--- src/rtl/cla_serial_seq.sv ---
// Multi-cycle adder/subtractor: one 4-bit carry-lookahead slice is reused
// across the nibbles of a WIDTH-bit operand pair, LSB nibble first, with the
// inter-slice carry held in a register. Results are held until the next
// accepted op.

// 4-bit carry-lookahead slice with group generate/propagate outputs.
module cla_4 (
    input  logic [3:0] a_i,
    input  logic [3:0] b_i,
    input  logic       c_i,
    output logic [3:0] s_o,
    output logic       g_o,
    output logic       p_o
);
    logic [3:0] p, g, c;

    assign p = a_i ^ b_i;
    assign g = a_i & b_i;

    assign c[0] = c_i;
    assign c[1] = g[0] | (p[0] & c_i);
    assign c[2] = g[1] | (p[1] & g[0]) | (p[1] & p[0] & c_i);
    assign c[3] = g[2] | (p[2] & g[1]) | (p[2] & p[1] & g[0])
                | (p[2] & p[1] & p[0] & c_i);

    assign s_o = p ^ c;
    assign g_o = g[3] | (p[3] & g[2]) | (p[3] & p[2] & g[1])
               | (p[3] & p[2] & p[1] & g[0]);
    assign p_o = &p;
endmodule

module cla_serial_seq #(
    parameter int WIDTH = 16   // multiple of 4, >= 8
) (
    input  logic             clk,
    input  logic             rst_n,
    input  logic             start_i,
    input  logic             sub_i,
    input  logic [WIDTH-1:0] a_i,
    input  logic [WIDTH-1:0] b_i,
    output logic             ready_o,
    output logic             done_o,
    output logic [WIDTH-1:0] sum_o,
    output logic             cout_o,
    output logic             ovf_o,
    output logic             zero_o
);
    localparam int NSLICE = WIDTH / 4;
    localparam int IDX_W  = $clog2(NSLICE);
    localparam logic [IDX_W-1:0] LAST_IDX = IDX_W'(NSLICE - 1);

    localparam logic [1:0] S_IDLE = 2'd0;
    localparam logic [1:0] S_RUN  = 2'd1;
    localparam logic [1:0] S_DONE = 2'd2;

    logic [1:0]       state_q;
    logic [IDX_W-1:0] idx_q;
    logic             carry_q;
    logic [WIDTH-1:0] a_q, b_q, sum_q;
    logic             cout_q, ovf_q, zero_q;

    logic [3:0]       slice_a, slice_b, slice_s;
    logic             slice_g, slice_p, slice_co;
    logic [WIDTH-1:0] sum_d;
    logic             accept, last;

    assign ready_o = (state_q != S_RUN);
    assign done_o  = (state_q == S_DONE);
    assign accept  = start_i & ready_o;
    assign last    = (idx_q == LAST_IDX);

    assign slice_a = a_q[idx_q*4 +: 4];
    assign slice_b = b_q[idx_q*4 +: 4];

    cla_4 u_slice (
        .a_i (slice_a),
        .b_i (slice_b),
        .c_i (carry_q),
        .s_o (slice_s),
        .g_o (slice_g),
        .p_o (slice_p)
    );

    // Slice carry-out from group lookahead terms.
    assign slice_co = slice_g | (slice_p & carry_q);

    // Merge the current slice result into the running sum.
    always_comb begin
        sum_d = sum_q;
        sum_d[idx_q*4 +: 4] = slice_s;
    end

    // Controller FSM and datapath registers.
    always_ff @(posedge clk or negedge rst_n) begin
        if (!rst_n) begin
            state_q <= S_IDLE;
            idx_q   <= '0;
            carry_q <= 1'b0;
            a_q     <= '0;
            b_q     <= '0;
            sum_q   <= '0;
            cout_q  <= 1'b0;
            ovf_q   <= 1'b0;
            zero_q  <= 1'b0;
        end else begin
            case (state_q)
                S_RUN: begin
                    sum_q   <= sum_d;
                    carry_q <= slice_co;
                    if (last) begin
                        // b_q already holds the inverted operand for sub.
                        idx_q   <= '0;
                        cout_q  <= slice_co;
                        zero_q  <= (sum_d == '0);
                        ovf_q   <= (a_q[WIDTH-1] == b_q[WIDTH-1]) &
                                   (slice_s[3] != a_q[WIDTH-1]);
                        state_q <= S_DONE;
                    end else begin
                        idx_q <= idx_q + 1'b1;
                    end
                end
                default: begin
                    // IDLE and DONE: launch on start, otherwise rest in IDLE.
                    if (accept) begin
                        a_q     <= a_i;
                        b_q     <= b_i ^ {WIDTH{sub_i}};
                        carry_q <= sub_i;
                        idx_q   <= '0;
                        sum_q   <= '0;
                        state_q <= S_RUN;
                    end else begin
                        state_q <= S_IDLE;
                    end
                end
            endcase
        end
    end

    assign sum_o  = sum_q;
    assign cout_o = cout_q;
    assign ovf_o  = ovf_q;
    assign zero_o = zero_q;
endmodule
--- config.mk ---
export PLATFORM = sky130hd
export DESIGN_NAME = cla_serial_seq
export DESIGN_NICKNAME = d
export VERILOG_FILES = /design/src/rtl/cla_serial_seq.sv
export SDC_FILE = /design/constraint.sdc
export NUM_CORES = 1
export LEC_CHECK = 0
export CAP_MARGIN = 5
export CORE_ASPECT_RATIO = 1.25
export CORE_UTILIZATION = 52
export CTS_CLUSTER_DIAMETER = 150
export CTS_CLUSTER_SIZE = 40
export DETAILED_ROUTE_END_ITERATION = 10
export PLACE_DENSITY = 0.88
export SLEW_MARGIN = 10
export SYNTH_ARGS = -nofsm -noshare
export SYNTH_HDL_FRONTEND = slang
export SYNTH_SLANG_ARGS = --single-unit
--- constraint.sdc ---
create_clock -name clk -period 2.8 [get_ports clk]
set_input_delay 0.56 -clock clk [delete_from_list [all_inputs] [get_ports clk]]
set_output_delay 0.56 -clock clk [all_outputs]
set_load 0.005 [all_outputs]
Word level (Yosys, flattened, before mapping)
Index checks and enable logic that the tools add are counted.
{"block": "op_classes", "shifts": 4, "eq_ne": 7, "add_sub_neg": 2, "n_reduce_logical": 5, "bitwise": 32, "n_mux": 11}
{"operator": "$neg A4 Y34", "n": 1}
{"operator": "$shift A4 B34 Y16 const A", "n": 1}
{"operator": "$shiftx A4 B34 Y16", "n": 1}
{"operator": "$mux W16", "n": 2}
{"operator": "$shiftx A16 B5 Y4", "n": 2}
{"operator": "$and A1 B1 Y1", "n": 17}
{"operator": "$bwmux W16", "n": 1}
{"operator": "$logic_not A16 Y1", "n": 1}
{"operator": "$xor A16 B16 Y16", "n": 1}
{"operator": "$mux W2", "n": 5}
{"operator": "$or A1 B1 Y1", "n": 10}
{"operator": "$xor A4 B4 Y4", "n": 2}
{"operator": "$and A4 B4 Y4", "n": 1}
{"operator": "$eq A2 B2 Y1 const B", "n": 2}
{"operator": "$reduce_and A2 Y1", "n": 2}
{"operator": "$reduce_and A4 Y1", "n": 1}
{"operator": "$mux W1", "n": 3}
{"operator": "$add A2 B1 Y2 const B", "n": 1}
{"operator": "$eq A2 B1 Y1 const B", "n": 1}
{"operator": "$ne A2 B1 Y1 const B", "n": 1}
{"operator": "$ne A2 B2 Y1 const B", "n": 1}
{"operator": "$reduce_bool A2 Y1", "n": 1}
{"operator": "$eq A1 B1 Y1", "n": 1}
{"operator": "$ne A1 B1 Y1", "n": 1}
{"operator": "$not A1 Y1", "n": 1}
{"block": "totals", "wordCells": 70, "in_bits": 36, "register_bits": 56}

Logic depth before layout (Yosys ltp)
{"block": "logic_depth", "word_depth": 10, "depth_mapped": 8, "depth_no_buf": 7}

Modules after synthesis
Synthesis repeated with hierarchy kept, for this count alone.
{"block": "unflattened", "hier_cells": 270, "hier_area_um2": 2821.5}
{"module": "cla_serial_seq", "cells_each": 248, "n_inst": 1, "seq_area_each_um2": 1401.3, "area_each_um2": 2638.8}
{"module": "cla_4", "cells_each": 22, "n_inst": 1, "seq_area_each_um2": 0.0, "area_each_um2": 182.7}

Worst setup path after synthesis
No wires, ideal clock.
{"block": "synth_path", "kind": "register to register", "from": "register idx_q[0]", "to": "register zero_q (netlist: zero_o)", "synth_period_minus_slack_ps": 2550, "setup_slack_ps": 250, "setup_ps": 121, "path_stages_with_launch": 9, "arrival_time_ps": 2429, "cell_sequence": "dfrtp_1 -> buf_6 -> mux4_2 -> ha_1 -> a21o_1 -> and4_1 -> nor3_2 -> o22ai_1 -> a22o_1"}
{"block": "synth_via", "elab_chain_cells": 10}
{"item": "start: declaration", "line_no": "57", "rtl": "logic [IDX_W-1:0] idx_q;"}
{"item": "start signal: assignment", "line_no": "119", "rtl": "idx_q <= idx_q + 1'b1;"}
{"item": "$shiftx A16 B5 Y4 (on tied branches)", "line_no": "72, 73"}
{"item": "$xor A4 B4 Y4 / $and A4 B4 Y4 (equally long branches)", "line_no": "17, 18"}
{"item": "$and A1 B1 Y1 (on tied branches)", "line_no": "23, 24"}
{"item": "$or A1 B1 Y1, or another cell as far along", "line_no": "23", "rtl": "assign c[3] = g[2] | (p[2] & g[1]) | (p[2] & p[1] & g[0])"}
{"item": "$or A1 B1 Y1 / $and A1 B1 Y1 (equally long branches)", "line_no": "23, 24"}
{"item": "$or A1 B1 Y1", "line_no": "24", "rtl": "| (p[2] & p[1] & p[0] & c_i);"}
{"item": "$xor A4 B4 Y4", "line_no": "26", "rtl": "assign s_o = p ^ c;"}
{"item": "$shiftx A4 B34 Y16", "line_no": "90", "rtl": "sum_d[idx_q*4 +: 4] = slice_s;"}
{"item": "$bwmux W16", "line_no": "90"}
{"item": "$logic_not A16 Y1", "line_no": "114", "rtl": "zero_q <= (sum_d == '0);"}
{"item": "end signal: assignment", "line_no": "114"}
{"item": "end: declaration", "line_no": "60", "rtl": "logic cout_q, ovf_q, zero_q;"}
Several ways; a longest one is shown, not always the timed one.
A chain may end at the register's enable or synchronous reset.

Worst setup path in the final report
Same ends and word-level chain as after synthesis.

==> impl_metrics.csv <==
group,metric,value,unit
cts,h-tree-depth,2,
grt,antenna_found_initial,0,
synthesis,synth_ff_type,"dfrtp_1",
power,power_density,1300,nW/um^2
detailed_routing,ant_nets,0,
layout,multi_input_area,1400,um^2
hold_path,hold_class,"input pin to asynchronous set/reset pin",
power,combPwrFrac,58.2,%
synthesis,synth_xor_area_share,5.47,%
power,leakage,0.00166,uW
worst_setup_path,critPathArrivalTime,2.82,ns
synthesis,yosys_warnings,0,
synthesis,synth_fa_ha_area_share,5.47,%
synthesis,yosysMostFrequentCell,"nand2_1",
grt,grt_max_degree,50,
run_status,outcome,"finished, final reports clean",
detailed_routing,drt-initial-drc-count,124,
die,start_util,55.6,%
die,fp.dieH,85.2,um
worst_setup_path,crit_path_max_fanout,7,
worst_setup_path,r2r-end,"zero_o",
place,port_buffers,56,
synthesis,synth_area_leaders,"dfrtp_1 49%, nand2_1 9.2%, mux4_2 6.3%, xnor2_1 5.2%, a22o_1 4.9%",
power,p_int,2770,uW
cts,clk_latency,0.31,ns
detailed_routing,dr.pass1.iters,4,
synthesis,yosysUniqueCellTypes,44,
worst_setup_path,crit_end,"zero_o",
die,core,5190,um^2
detailed_routing,num_vias,2186,
layout,final-seq-area,1400,um^2
sta,rsz0062_at_grt,"no",
synthesis,syn-cell-area,2880,um^2
job,cap_violations,0,
layout,area_growth,27.0,%
synthesis,ys_seq_area_share,48.6,%
synthesis,synth_seq_cells,56,
power,total_power,4770,uW
detailed_routing,via_per_inst,5.51,
cts,cts_tree,"yes",
synthesis,async_reset_ff_share,100,%
die,io_pins,57,
synthesis,synthMuxAreaShare,6.60,%
power,ir_worst_vdd,0.000638,V
detailed_routing,drt_wl_total,6050,um
die,die_w,68.6,um
synthesis,synth_compound_area_share,15.1,%
worst_setup_path,cp_data_required_time,3.00,ns
grt,grt_remaining_overflow,0,
sta,setup_violations,0,
power,switching_share,41.9,%
cts,cts-root-buf,"clkbuf_8",
sta,skew,0.0120,ns
sta,slew_violations,0,
sta,slew_headroom,61.0,%
place,placed_area,3520,um^2
die,fp-row-count,29,
cts,cts_resized,0,
cts,cts.reportedPaths.clkPinSlew,0.10,ns
worst_setup_path,rrSetupSlack,0.18,ns
power,clockPowerShare,12.0,%
layout,drive_above_1_share,11.6,%
worst_setup_path,r2r_start,"idx_q[0]",
cts,cts_made_buffers,5,
worst_setup_path,critical_path_class,"flip-flop to flip-flop",
sta,period_minus_slack,2.62,ns
synthesis,synth-simple-area-share,15.6,%
grt,grt_pass1_wl,10100,um
synthesis,yosysTopAreaCell,"dfrtp_1",
layout,stdcell_count,397,
synthesis,synth_edf_count,0,
place,place_ws,0.0828,ns
synthesis,synth_cells,274,
synthesis,synth_fp_nets,322,
worst_setup_path,r2r.worst_path.cells,8,
sta,finalHoldViolCount,0,
sta,fmax,0.381,GHz
sta,setup_ws,0.175,ns
layout,fillers,391,
sta,worstMarginPinSlew,0.585,ns
cts,postCtsSetupBuffers,0,
cts,ctsHoldBuffers,0,
grt,grt_pass1_vias,2169,
sta,tns,0,ns
layout,diodes,0,
worst_setup_path,crit_start,"idx_q[0]",
worst_setup_path,cp-start-kind,"flip-flop",
place,dpl.cell_count,389,
cts,cts.sink_count,56,
synthesis,synth_top_family_by_area,"simple AND/OR/NAND/NOR gates",
cts,cts.path.max_buffers,2,
worst_setup_path,endpoint_kind,"flip-flop",
detailed_routing,routedWlPerCell,15.2,um
layout,final_nets,382,
synthesis,synth_top_area_share,48.6,%
place,hpwlAfterDp,4530,um
die,fp.dieArea,5850,um^2
power,switchingPower,1990,uW
sta,fin_crit_sh,93.7,%
place,gp_congestion,0.885,
detailed_routing,drc,0,
power,seq_power_share,29.8,%
layout,final_area,3660,um^2
synthesis,ys_top_cells_by_count,"71 x nand2_1, 56 x dfrtp_1, 20 x o21ai_0, 17 x xnor2_1, 16 x a22o_1",
grt,grt.total_usage,23.3,%
synthesis,postSynthAreaPerCell,10.5,um^2
## cells by family (layout without fill, tap and decap cells)
| logic type | count (synthesis) | count (layout) |
|---|---|---|
| AO/OA/AOI/OAI | 61 | 61 |
| XOR/XNOR | 18 | 18 |
| adder cells (fa/ha/maj) | 12 | 12 |
| buffers and inverters | 20 | 81 |
| flip-flops | 56 | 56 |
| multiplexers | 9 | 9 |
| AND/OR/NAND/NOR | 98 | 98 |
## cells in the final DEF (no fill, tap or decap), types with 2 or more instances in the layout
cell type and count:
a21oi_2 3, buf_4 9, a21oi_1 7, nor2b_1 2, o31ai_1 3, o22ai_1 2
clkdlybuf4s50_1 55, a21o_1 2, o21ai_0 20, a31oi_1 2, nor2_1 4, nand2_1 71
nor4_1 2, nand3_1 2, mux4_2 8, inv_1 7, ha_1 11, and2_1 2
xnor2_1 17, dfrtp_1 56, nor3_1 3, clkbuf_8 7, a22o_1 16, nor2_2 2
## flip-flops by register name, summed over array words and instances, names as in the netlist
name and cells:
b_q 16, state_q 2, carry_q 1, idx_q 2
ovf_o 1, cout_o 1, zero_o 1, a_q 16
sum_o 16
## metal layers
layer / GRT usage [%] / up-vias / routed length [um]
met5: 0 / - / 0
met4: 8.52 / 0 / 141
met3: 4.17 / 14 / 345
met2: 38.2 / 76 / 3090
met1: 30.1 / 1024 / 2470
li1: - / 1072 / -
## per-stage QoR
stage,hold WS (ns),util (%)
floorplan,0.264,-
global placement,0.458,67.9
detailed placement,0.461,67.9
CTS,0.251,70.3
global route,0.268,70.6
finish,0.232,70.6
## worst max-delay path, stage by stage, from the launching register on
cell,delay [ns]
dfrtp_1,0.35
buf_4,0.17
mux4_2,0.57
ha_1,0.34
a21o_1,0.23
and4_1,0.25
nor3_4,0.26
o22ai_1,0.15
a22o_1,0.19
## power by group through the flow
stage,clock network [uW],logic (uW),registers (uW)
after CTS,580,2690,1420
after global routing,610,3050,1470
after floorplan,0,1870,1350
after global placement,0,2560,1420
final,571,2770,1420
after detailed placement,0,2660,1440
## how the worst min path moves through the flow
stage | from | endpoint | slack, ns
3_3_place_gp | b_q[1] | b_q[1] | 0.46
6_report | rst_n | sum_o[10] | 0.23
2_1_floorplan | rst_n | a_q[0] | 0.26
5_1_grt | rst_n | sum_o[10] | 0.27
4_1_cts | rst_n | sum_o[10] | 0.25
3_5_place_dp | a_q[12] | a_q[12] | 0.46
## layout make-up
class                           count  area share, %
Multi-Input combinational cell    198           38.3
Timing Repair Buffer               65           17.0
Sequential cell                    56           38.3
Clock buffer                        7           2.63
Clock inverter                      1          0.820
Tap cell                           62           2.12
Inverter                            8          0.820
Note: power is estimated with default switching activity, not from simulation.
